### src/rtl/sar_search_ctrl.sv
`default_nettype none
// ============================================================================
//  Module      : sar_search_ctrl
//  Description : Successive-approximation search controller. Drives a probe
//                value onto the A side of a combinational magnitude
//                comparator and walks MSB-first towards the unknown value on
//                the B side, using the gt/eq/lt flags returned in the same
//                cycle. Converges in at most WIDTH probe cycles.
//  Revision    : 1.0 - initial release
// ----------------------------------------------------------------------------
//  Ports
//    clk     in   1      rising-edge clock
//    rst_n   in   1      asynchronous active-low reset
//    start   in   1      request a new search (accepted only when idle)
//    cmp_gt  in   1      comparator flag: probe > target
//    cmp_eq  in   1      comparator flag: probe == target
//    cmp_lt  in   1      comparator flag: probe < target
//    probe   out  WIDTH  candidate value presented to the comparator
//    busy    out  1      high while probing
//    done    out  1      one-cycle pulse, result/hit_eq/error valid
//    result  out  WIDTH  converged value, held until the next accepted start
//    hit_eq  out  1      search ended on an equal flag
//    error   out  1      comparator flags were not one-hot
// ============================================================================
module sar_search_ctrl #(
   parameter int WIDTH = 4
) (
   input  logic             clk,
   input  logic             rst_n,
   input  logic             start,
   input  logic             cmp_gt,
   input  logic             cmp_eq,
   input  logic             cmp_lt,
   output logic [WIDTH-1:0] probe,
   output logic             busy,
   output logic             done,
   output logic [WIDTH-1:0] result,
   output logic             hit_eq,
   output logic             error
);

   localparam int K_W = (WIDTH > 2) ? $clog2(WIDTH) : 1;

   typedef enum logic [1:0] {
      S_IDLE  = 2'd0,
      S_PROBE = 2'd1,
      S_DONE  = 2'd2
   } state_t;

   state_t           r_state,  w_state_nxt;
   logic [K_W-1:0]   r_k,      w_k_nxt;
   logic [WIDTH-1:0] r_probe,  w_probe_nxt;
   logic [WIDTH-1:0] r_result, w_result_nxt;
   logic             r_busy,   w_busy_nxt;
   logic             r_done,   w_done_nxt;
   logic             r_hit_eq, w_hit_eq_nxt;
   logic             r_error,  w_error_nxt;

   logic [2:0]       w_flags;
   logic             w_onehot;
   logic [WIDTH-1:0] w_probe_upd;

   assign w_flags  = {cmp_gt, cmp_eq, cmp_lt};
   assign w_onehot = (w_flags == 3'b100) || (w_flags == 3'b010) || (w_flags == 3'b001);

   // State and output registers
   always_ff @(posedge clk or negedge rst_n) begin
      if (!rst_n) begin
         r_state  <= S_IDLE;
         r_k      <= '0;
         r_probe  <= '0;
         r_result <= '0;
         r_busy   <= 1'b0;
         r_done   <= 1'b0;
         r_hit_eq <= 1'b0;
         r_error  <= 1'b0;
      end else begin
         r_state  <= w_state_nxt;
         r_k      <= w_k_nxt;
         r_probe  <= w_probe_nxt;
         r_result <= w_result_nxt;
         r_busy   <= w_busy_nxt;
         r_done   <= w_done_nxt;
         r_hit_eq <= w_hit_eq_nxt;
         r_error  <= w_error_nxt;
      end
   end

   // Next-state and next-output logic
   always_comb begin
      w_state_nxt  = r_state;
      w_k_nxt      = r_k;
      w_probe_nxt  = r_probe;
      w_result_nxt = r_result;
      w_busy_nxt   = r_busy;
      w_done_nxt   = 1'b0;              // done is a single-cycle pulse
      w_hit_eq_nxt = r_hit_eq;
      w_error_nxt  = r_error;
      w_probe_upd  = r_probe;

      case (r_state)
         S_IDLE: begin
            if (start) begin
               w_state_nxt  = S_PROBE;
               w_probe_nxt  = {1'b1, {(WIDTH-1){1'b0}}};
               w_k_nxt      = K_W'(WIDTH-1);
               w_busy_nxt   = 1'b1;
               w_hit_eq_nxt = 1'b0;
               w_error_nxt  = 1'b0;
               w_result_nxt = '0;
            end
         end

         S_PROBE: begin
            if (!w_onehot) begin
               w_error_nxt  = 1'b1;
               w_result_nxt = '0;
               w_busy_nxt   = 1'b0;
               w_done_nxt   = 1'b1;
               w_state_nxt  = S_DONE;
            end else if (cmp_eq) begin
               w_result_nxt = r_probe;
               w_hit_eq_nxt = 1'b1;
               w_busy_nxt   = 1'b0;
               w_done_nxt   = 1'b1;
               w_state_nxt  = S_DONE;
            end else begin
               // Probe overshot: this bit must be 0 in the target.
               if (cmp_gt) begin
                  w_probe_upd[r_k] = 1'b0;
               end
               if (r_k != '0) begin
                  w_probe_upd[r_k - K_W'(1)] = 1'b1;
                  w_k_nxt = r_k - K_W'(1);
               end else begin
                  // Bit 0 decided: the updated probe is the answer.
                  w_result_nxt = w_probe_upd;
                  w_busy_nxt   = 1'b0;
                  w_done_nxt   = 1'b1;
                  w_state_nxt  = S_DONE;
               end
               w_probe_nxt = w_probe_upd;
            end
         end

         S_DONE: begin
            w_state_nxt = S_IDLE;
         end

         default: begin
            w_state_nxt = S_IDLE;
            w_busy_nxt  = 1'b0;
         end
      endcase
   end

   assign probe  = r_probe;
   assign busy   = r_busy;
   assign done   = r_done;
   assign result = r_result;
   assign hit_eq = r_hit_eq;
   assign error  = r_error;

endmodule
`default_nettype wire

### config.mk
export PLATFORM = sky130hd
export DESIGN_NAME = sar_search_ctrl
export DESIGN_NICKNAME = d
export VERILOG_FILES = /design/src/rtl/sar_search_ctrl.sv
export SDC_FILE = /design/constraint.sdc
export NUM_CORES = 1
export LEC_CHECK = 0
export CORE_MARGIN = 2
export CORE_UTILIZATION = 49
export DETAILED_ROUTE_END_ITERATION = 12
export PLACE_DENSITY = 0.76
export SLEW_MARGIN = 20
export SYNTH_ARGS = -nofsm -noshare
export SYNTH_HDL_FRONTEND = slang
export SYNTH_SLANG_ARGS = --single-unit
export TNS_END_PERCENT = 1
### constraint.sdc
create_clock -name clk -period 2 [get_ports clk]
set_input_delay 0.2 -clock clk [delete_from_list [all_inputs] [get_ports clk]]
set_output_delay 0.2 -clock clk [all_outputs]
set_load 0.005 [all_outputs]
==> flow_summary_export.csv <==
group,metric,value,unit
sta,relSlewSlack,0.5126,
pwr,swShare,0.3712,
synthesis,synth-edff-count,0,
critical_path,timing.rr.start,"r_k[1]",
critical_path,crit_type,"register to register",
sta,fin_skew,0.01012,ns
synthesis,synthSimpleGateAreaFrac,0.1828,
synthesis,synthCells,90,
pwr,pwr-share-comb,0.463,
synthesis,synthTopCellsByArea,"dfrtp_1, nand2_1, ha_1",
critical_path,rr_endpoint,"busy",
grt,first_global_vias,703,
sta,timing.final.crit_share,0.8869,
synthesis,synth_top_area_frac,0.4432,
sta,setup_slack,0.2262,ns
finish,stdcell_area,1135,sq um
clocking,clockRootBuffer,"clkbuf_4",
sta,drv_slew,0,
clocking,cts_sinks,16,
pwr,seq_power_share,0.380,
clocking,cts_hold_buf,0,
pwr,power.total,1.400,mW
critical_path,cp.arrival,2.01,ns
synthesis,synth_area_per_cell,10.04,sq um
clocking,h-tree-depth,1,
critical_path,cp_max_fo,9,
routing,wl_met3,88,microns
routing,drt_wl_total,1782,microns
floorplan,dieArea,2203,sq um
run_status,status,"complete, no violations",
floorplan,placementRows,15,
pwr,irDropWorstVdd,0.7669,mV
finish,num_antenna_cells,0,
synthesis,syn-cell-area,903.4,sq um
finish,fin_nets,121,
routing,first_pass_iters,4,
routing,ant_nets,0,
critical_path,end_kind,"register",
routing,top_layer,"met4",
sta,hold_viol_final,0,
synthesis,synth_top_family_by_area,"compound AO/OA/AOI/OAI gates",
sta,setup_viol,0,
finish,nFillCells,153,
synthesis,yosys.cell_count.top_type,"nand2_1",
finish,finalNonFillerCells,135,
sta,setup_tns,0,ns
synthesis,synth_cell_types,29,
routing,wl_met1,769,microns
worst_hold_path,min_path_type,"primary input to async pin",
synthesis,yosysWarnings,0,
clocking,cts_buffers,3,
floorplan,io_pins,18,
sta,period_minus_slack,1.774,ns
grt,track_usage,0.2021,
routing,vias_per_cell,5.281,
grt,grt-ovfl-total,0,
clocking,cts_resized,0,
routing,drtIter0Drc,12,
routing,wire_per_inst,13.20,microns
clocking,post_cts_buffers,0,
grt,grt_max_degree,17,
floorplan,start_util,0.5232,
placed_design,io_buffers,17,
synthesis,syn_nets,100,
routing,num_vias,713,
synthesis,ys_seq_area_frac,0.4432,
routing,drc,0,
floorplan,coreArea,1727,sq um
pwr,p_leak,0.4880,nW
sta,rsz0062_at_grt,"false",
clocking,insertion_delay,0.30,ns
synthesis,synth_fa_ha_area_frac,0.05540,
placed_design,placed_area,1095,sq um
finish,syn_to_final_growth,25.62,%
pwr,power_density,1234,nW/um^2
placed_design,dp_slack,0.09052,ns
pwr,clkPwrFrac,0.157,
synthesis,yosysTopAreaCell,"dfrtp_1",
critical_path,required,2.23,ns
pwr,p_sw,0.5196,mW
sta,worst_pin_slew,0.7288,ns
floorplan,die-height,46.94,microns
finish,drive_above_1_share,0.1545,
synthesis,synth-compound-area-share,0.1939,
pwr,internal-power,0.8802,mW
job,drv_cap,0,
placed_design,dp.cells,131,
routing,route.met2.wl,878,microns
clocking,clk_path_buf_depth,2,
synthesis,ys_async_sr_fraction,1.000,
synthesis,synth_ff_type,"dfrtp_1",
grt,grt_pass1_wl,2987,microns
placed_design,dp_hpwl,1363,microns
critical_path,reg2reg_slack,0.23,ns
placed_design,gp_congestion,0.8928,
clocking,cts_tree,"built",
grt,antenna_found_initial,0,
synthesis,synth_common_cells,"nand2_1, dfrtp_1, a21oi_1, o31ai_1",
finish,utilization,0.6572,
sta,hold_ws,0.3236,ns
synthesis,synthMuxAreaShare,0.04432,
critical_path,startpoint_type,"register",
floorplan,die-width,46.94,microns
synthesis,synth_seq_cells,16,
sta,fmax,0.5637,GHz
critical_path,rr_worst_depth,6,
synthesis,synth_xor_area_frac,0.01939,
clocking,clk_pin_slew,0.10,ns
cell usage in the layout (no fill, tap or decap), types with 2 or more instances in the layout:
cell type,netlist,final
o31ai_1,5,5
buf_4,1,4
nor2b_1,3,3
o21ai_0,3,3
ha_1,4,3
o31ai_4,2,2
mux2_4,2,2
clkbuf_4,0,3
a21oi_1,5,5
nor2_1,3,3
inv_1,4,4
clkdlybuf4s50_1,0,17
o21ai_1,2,2
dfrtp_1,16,16
nand2_1,21,21
final cells by class:
cell class	count	area (sq um)	share of cell area
multi-input combinational	65	451.7	0.3980
sequential	16	400.4	0.3528
clock buffer	4	36.28	0.03197
timing repair buffer	21	200.2	0.1764
tap	25	31.28	0.02756
inverter	4	15.01	0.01323
worst max-delay path, stage by stage, from the launching register on:
cell,delay (ns)
dfrtp_1,0.47
inv_1,0.13
ha_2,0.28
nor2_1,0.09
a311o_2,0.46
nor2b_1,0.16
a21oi_1,0.12
power groups by stage:
stage / logic [mW] / registers [mW] / clock network (mW)
floorplan: 0.436 / 0.516 / 0
global placement: 0.631 / 0.530 / 0
detailed placement: 0.644 / 0.535 / 0
CTS: 0.646 / 0.531 / 0.224
global route: 0.711 / 0.549 / 0.240
finish: 0.648 / 0.532 / 0.220
worst max path at each step:
stage	startpoint	end	slack, ns	depth (start not counted)
after global placement	cmp_eq	result[2]	0.10	5
after detailed placement	cmp_eq	result[2]	0.09	5
final	r_k[1]	busy	0.23	6
after floorplan	r_k[0]	result[0]	0.36	6
after CTS	r_k[1]	busy	0.13	6
after global routing	r_k[1]	result[3]	0.11	5
sequential cells by signal (all words and copies together) (netlist names):
name	flops
busy	1
done	1
error	1
hit_eq	1
probe	4
r_k	2
r_state	2
result	4
per-layer routing:
layer,track usage,vias to the layer above
li1,-,352
met5,0,-
met4,0.1389,0
met3,0.04615,5
met2,0.3370,24
met1,0.2278,332
logic make-up after synthesis:
kind of cell,Yosys count
multiplexers,3
flip-flops,16
XOR/XNOR,2
buffers and inverters,9
AND/OR/NAND/NOR,34
AO/OA/AOI/OAI,22
adder cells (fa/ha/maj),4
Power figures use the tool's default switching activity.
